[src/rtl/pipe_stage_reg.sv]
// pipe_stage_reg: valid/ready stage register with 2-entry skid, flush bubbles, optional PIPE_STAGE_STATS_EN counters
module pipe_stage_reg #(
  parameter int CTRL_W = 10,
  parameter int DATA_W = 118
`ifdef PIPE_STAGE_STATS_EN
  , parameter int STAT_W = 16
`endif
) (
  input  logic              clk,
  input  logic              rst,
  input  logic              in_valid,
  output logic              in_ready,
  input  logic [CTRL_W-1:0] in_ctrl,
  input  logic [DATA_W-1:0] in_data,
  input  logic              flush,
  output logic              out_valid,
  input  logic              out_ready,
  output logic [CTRL_W-1:0] out_ctrl,
  output logic [DATA_W-1:0] out_data,
  output logic [1:0]        occupancy
`ifdef PIPE_STAGE_STATS_EN
  , output logic [STAT_W-1:0] stall_cnt,
  output logic [STAT_W-1:0] flush_cnt
`endif
);
  typedef enum logic [1:0] {EMPTY = 2'd0, ONE = 2'd1, FULL = 2'd2} state_t;
  state_t state_q, state_d;
  logic [CTRL_W-1:0] main_ctrl_q, main_ctrl_d, skid_ctrl_q, skid_ctrl_d;
  logic [DATA_W-1:0] main_data_q, main_data_d, skid_data_q, skid_data_d;
  logic in_fire, out_fire, load_main, load_skid, pop_skid;
  assign in_ready  = (state_q != FULL) & ~flush;
  assign out_valid = (state_q != EMPTY);
  assign in_fire   = in_valid & in_ready;
  assign out_fire  = out_valid & out_ready;
  assign out_ctrl  = out_valid ? main_ctrl_q : '0;
  assign out_data  = main_data_q;
  assign occupancy = state_q;
  always_comb begin
    load_main   = in_fire & ((state_q == EMPTY) | ((state_q == ONE) & out_fire));
    load_skid   = in_fire & (state_q == ONE) & ~out_fire;
    pop_skid    = ~flush & (state_q == FULL) & out_fire;
    state_d     = flush ? EMPTY : state_t'(state_q + {1'b0, in_fire} - {1'b0, out_fire});
    main_ctrl_d = load_main ? in_ctrl : pop_skid ? skid_ctrl_q : main_ctrl_q;
    main_data_d = load_main ? in_data : pop_skid ? skid_data_q : main_data_q;
    skid_ctrl_d = load_skid ? in_ctrl : skid_ctrl_q;
    skid_data_d = load_skid ? in_data : skid_data_q;
  end
  always_ff @(negedge clk) begin
    if (rst) begin
      state_q     <= EMPTY;
      main_ctrl_q <= '0;
      main_data_q <= '0;
      skid_ctrl_q <= '0;
      skid_data_q <= '0;
    end else begin
      state_q     <= state_d;
      main_ctrl_q <= main_ctrl_d;
      main_data_q <= main_data_d;
      skid_ctrl_q <= skid_ctrl_d;
      skid_data_q <= skid_data_d;
    end
  end
`ifdef PIPE_STAGE_STATS_EN
  logic [STAT_W-1:0] stall_q, stall_d, flush_q, flush_d;
  always_comb begin
    stall_d = stall_q + {{(STAT_W-1){1'b0}}, out_valid & ~out_ready & ~&stall_q};
    flush_d = flush_q + {{(STAT_W-1){1'b0}}, flush & out_valid & ~&flush_q};
  end
  always_ff @(negedge clk) begin
    if (rst) begin
      stall_q <= '0;
      flush_q <= '0;
    end else begin
      stall_q <= stall_d;
      flush_q <= flush_d;
    end
  end
  assign stall_cnt = stall_q;
  assign flush_cnt = flush_q;
`endif
endmodule
[config.mk]
export PLATFORM = sky130hd
export DESIGN_NAME = pipe_stage_reg
export DESIGN_NICKNAME = d
export VERILOG_FILES = /design/src/rtl/pipe_stage_reg.sv
export SDC_FILE = /design/constraint.sdc
export NUM_CORES = 1
export LEC_CHECK = 0
export BUFFER_PORTS_ARGS = -buffer_cell sky130_fd_sc_hd__buf_2
export CAP_MARGIN = 20
export CORE_AREA = 4 4 152 154
export CTS_BUF_LIST = sky130_fd_sc_hd__clkbuf_16
export DETAILED_ROUTE_END_ITERATION = 7
export DIE_AREA = 0 0 156 158
export GPL_TIMING_DRIVEN = 0
export PLACE_DENSITY_LB_ADDON = 0.25
export SLEW_MARGIN = 10
export SYNTH_ARGS = -nofsm -noshare
export SYNTH_HDL_FRONTEND = slang
export SYNTH_SLANG_ARGS = --single-unit
[constraint.sdc]
create_clock -name clk -period 2.5 [get_ports clk]
set_input_delay 0.5 -clock clk [delete_from_list [all_inputs] [get_ports clk]]
set_output_delay 0.5 -clock clk [all_outputs]
set_load 0.01 [all_outputs]
## Word level (Yosys, flattened, before mapping)

Cells that the tools add are included.

| word-level totals | value |
|---|---|
| bits in registers | 258 |

| cells by class | value |
|---|---|
| add/subtract/negate cells | 2 |
| equality and inequality tests | 3 |
| muxes and demuxes | 5 |
| bitwise operators | 12 |
| reduce and logical (&&, ||, !) cells | 4 |

Operators with widths:

| operator | number |
|---|---|
| $mux 118 | 2 |
| $mux 10 | 3 |
| $and 1x1->1 | 9 |
| $reduce_bool 2->1 | 2 |
| $add 2x1->2 | 1 |
| $eq 2x1->1 const B | 1 |
| $eq 2x2->1 const B | 1 |
| $logic_not 2->1 | 1 |
| $ne 2x2->1 const B | 1 |
| $not 1->1 | 2 |
| $reduce_or 2->1 | 1 |
| $sub 2x1->2 | 1 |
| $or 1x1->1 | 1 |

## Depth between registers and ports, before layout

| depth | value |
|---|---|
| depth after elaboration | 6 |
| gate-level depth with buffers | 10 |

==> impl_metrics.env <==
export IMPL_postLayoutCellArea_um2=18600
export IMPL_rsz0062_at_grt="yes"
export IMPL_drt_iter0_markers=1330
export IMPL_clockBufferDepth=3
export IMPL_p_sw_frac=0.342
export IMPL_antenna_found_initial=10
export IMPL_p_clk_frac=0.490
export IMPL_worst_slew_pin_slew_ps=826
export IMPL_fp_dieH_um=158
export IMPL_p_int_uw=8210
export IMPL_initial_core_util=0.532
export IMPL_synth_top_area_cell="dfxtp_1"
export IMPL_drive_above_1_share=0.477
export IMPL_htree_levels=1
export IMPL_switching_power_uw=4270
export IMPL_core_um2=21700
export IMPL_hp_class="flop to flop"
export IMPL_synth_nets=1481
export IMPL_num_nets_final=2109
export IMPL_cts_sinks=258
export IMPL_finalSetupTns_ps=-52260
export IMPL_holdBufCountCts=0
export IMPL_status="finished with violations"
export IMPL_endpoint_kind="output port"
export IMPL_die_x_um=156
export IMPL_dpl_hpwl_um=25400
export IMPL_die_area_um2=24600
export IMPL_syn_inst=1346
export IMPL_p_leak_uw=0.00800
export IMPL_violations="negative setup slack"
export IMPL_crit_fanout=5
export IMPL_crit_type="flop to output port"
export IMPL_ys_seq_elements=258
export IMPL_viasPerCell=6.22
export IMPL_crit_buf_inv=3
export IMPL_first_pass_iters=7
export IMPL_place_area_um2=13400
export IMPL_grt_pass1_wl_um=64700
export IMPL_avgSynthCellArea_um2=8.58
export IMPL_powerDensity_nw_per_um2=669
export IMPL_port_buffers=263
export IMPL_cp_cell_sequence="buf_6 -> nor2_4 -> buf_8 -> nor2b_4 -> buf_6"
export IMPL_drv_cap=0
export IMPL_yosysTopAreaCellShare=0.447
export IMPL_vdd_drop_max_uv=606
export IMPL_setup_violations_final=284
export IMPL_synth_cell_types=27
export IMPL_seq_power_share=0.358
export IMPL_grt_overflow_total=0
export IMPL_ant_nets=0
export IMPL_combPwrFrac=0.152
export IMPL_synth_area_um2=11500
export IMPL_via_count=14164
export IMPL_fin_ws_ps=-808
export IMPL_whs_ps=472
export IMPL_cts_root_buf="clkbuf_16"
export IMPL_grt_max_degree=15
export IMPL_ys_seq_area_frac=0.447
export IMPL_place_congestion=0.848
export IMPL_boundaryPins=265
export IMPL_grtUsageTotal=0.319
export IMPL_drc=0
export IMPL_wl_per_cell_um=22.1
export IMPL_yosys_warnings=0
export IMPL_area_growth_pct=61.5
export IMPL_cp_slowest_cell="dfxtp_2"
export IMPL_cp_start_kind="flop"
export IMPL_critPathMaxStageDelay_ps=330
export IMPL_fin_skew_ps=43.7
export IMPL_drt_total_wl_um=50400
export IMPL_hold_viol_final=0
export IMPL_grt_pass1_vias=13412
export IMPL_synthTopCellsByArea="dfxtp_1 (45%), nor3_2 (10%), a311oi_1 (9.7%)"
export IMPL_cts_buffers=29
export IMPL_crit_required_ps=2000
export IMPL_cts_tree="built"
export IMPL_fillers=1075
export IMPL_arrival_ps=2810
export IMPL_clk_latency_ps=640
export IMPL_slew_headroom=0.450
export IMPL_clk_pin_slew_ps=50
export IMPL_row_count=54
export IMPL_cpMostUsedCell="buf_6"
export IMPL_drv_slew=0
export IMPL_cp_top_family="buffers and inverters"
## synth_stat cells
cell type,count
dfxtp_1,258
nand2_1,258
a21oi_1,129
a311oi_1,128
nand3_1,128
nor3_2,120
o21ai_1,120
buf_2,77
clkbuf_1,38
buf_6,27
buf_1,13
nor2b_1,12
nor3_1,8
o21ai_0,8
inv_1,5
buf_4,4
ha_1,2
nor2_1,2
a211o_1,1
and4bb_2,1
nand2b_1,1
nand4bb_1,1
nor3b_1,1
nor3b_2,1
nor4b_1,1
or3b_1,1
xor2_1,1
## placed cells by master (no fill, tap or decap), types with 4 or more instances in the layout
cell | synthesis | final
clkbuf_16 | 0 | 48
nand3_2 | 0 | 5
dfxtp_1 | 258 | 138
inv_1 | 5 | 269
nor2b_2 | 0 | 6
nor3_2 | 120 | 127
nand2_1 | 258 | 257
o21ai_1 | 120 | 123
buf_6 | 27 | 149
buf_12 | 0 | 17
diode_2 | 0 | 6
buf_2 | 77 | 165
buf_8 | 0 | 32
clkbuf_1 | 38 | 9
buf_4 | 4 | 71
nor2b_4 | 0 | 4
o21ai_2 | 0 | 5
dfxtp_2 | 0 | 118
clkinvlp_2 | 0 | 5
a21oi_1 | 129 | 109
a311oi_2 | 0 | 124
nand3_1 | 128 | 123
clkbuf_2 | 0 | 25
clkbuf_4 | 0 | 11
a21oi_2 | 0 | 19
## metal layers
layer  track usage  share of wire  up-vias
met5             0         0.0012        -
met2         0.529           0.49     1094
li1              -              -     6129
met3         0.117           0.11      266
met1         0.362           0.35     6665
met4         0.159          0.057       10
## layout make-up
cell class,instances,area (um^2),share of cell area
Timing Repair Buffer,340,3080,0.165
Tap cell,280,350,0.0188
Antenna cell,6,15.0,0.000805
Sequential cell,258,5320,0.285
Clock buffer,29,726,0.0389
Clock inverter,276,1130,0.0604
Buffer,159,1510,0.0809
Multi-Input combinational cell,924,6510,0.349
Inverter,4,15.0,0.000805
## cell families after synthesis
logic type | Yosys count | share of synthesized area
AO/OA/AOI/OAI | 386 | 0.209
XOR/XNOR | 1 | 0.000759
adder cells (fa/ha/maj) | 2 | 0.00217
buffers and inverters | 164 | 0.0805
flip-flops | 258 | 0.447
AND/OR/NAND/NOR | 535 | 0.260
## state kept, by name, indices dropped and copies added (netlist names)
name         cells
skid_ctrl_q     10
skid_data_q    118
out_data       118
occupancy        2
main_ctrl_q     10
## power by group through the flow
stage	sequential [uW]	clock [uW]	combinational, uW
after floorplan	4510	625	605
after global placement	4450	625	1160
after detailed placement	4450	625	1170
after CTS	4460	5890	1400
after global routing	4480	6550	1970
final	4470	6110	1900
## worst reg2reg max path, delay by kind of cell, from the launching register on
kind | cells | cell delay, ps
AOI/OAI and AO/OA | 2 | 340
buffers and inverters | 6 | 920
DFF | 1 | 330
and+or+nand+nor | 1 | 410
## path summary, 6_finish.rpt
path	cells after the start	slack [ps]	start	endpoint
worst max register to register	9	340	occupancy[1]	skid_data_q[90]
worst min register to register	2	470	skid_data_q[42]	out_data[42]
worst max-delay path	5	-810	occupancy[1]	out_ctrl[1]
worst min-delay path	2	470	skid_data_q[42]	out_data[42]
## through the flow
step,cells,total power (uW),util,setup WS [ps]
2_1_floorplan,1346,5740,-,-486
3_3_place_gp,1889,6230,0.620,-920
6_report,2276,12500,0.860,-808
3_5_place_dp,1889,6250,0.620,-905
4_1_cts,2215,11800,0.764,-783
5_1_grt,2275,13000,0.860,-852
## timing repair
action                                  in CTS  in global routing
buffers inserted                            21                 34
gates resized for setup                    315                331
cloned                                       1                 21
pin swaps                                    2                 45
endpoints found under the setup margin     365                356
Power figures use the tool's default switching activity.
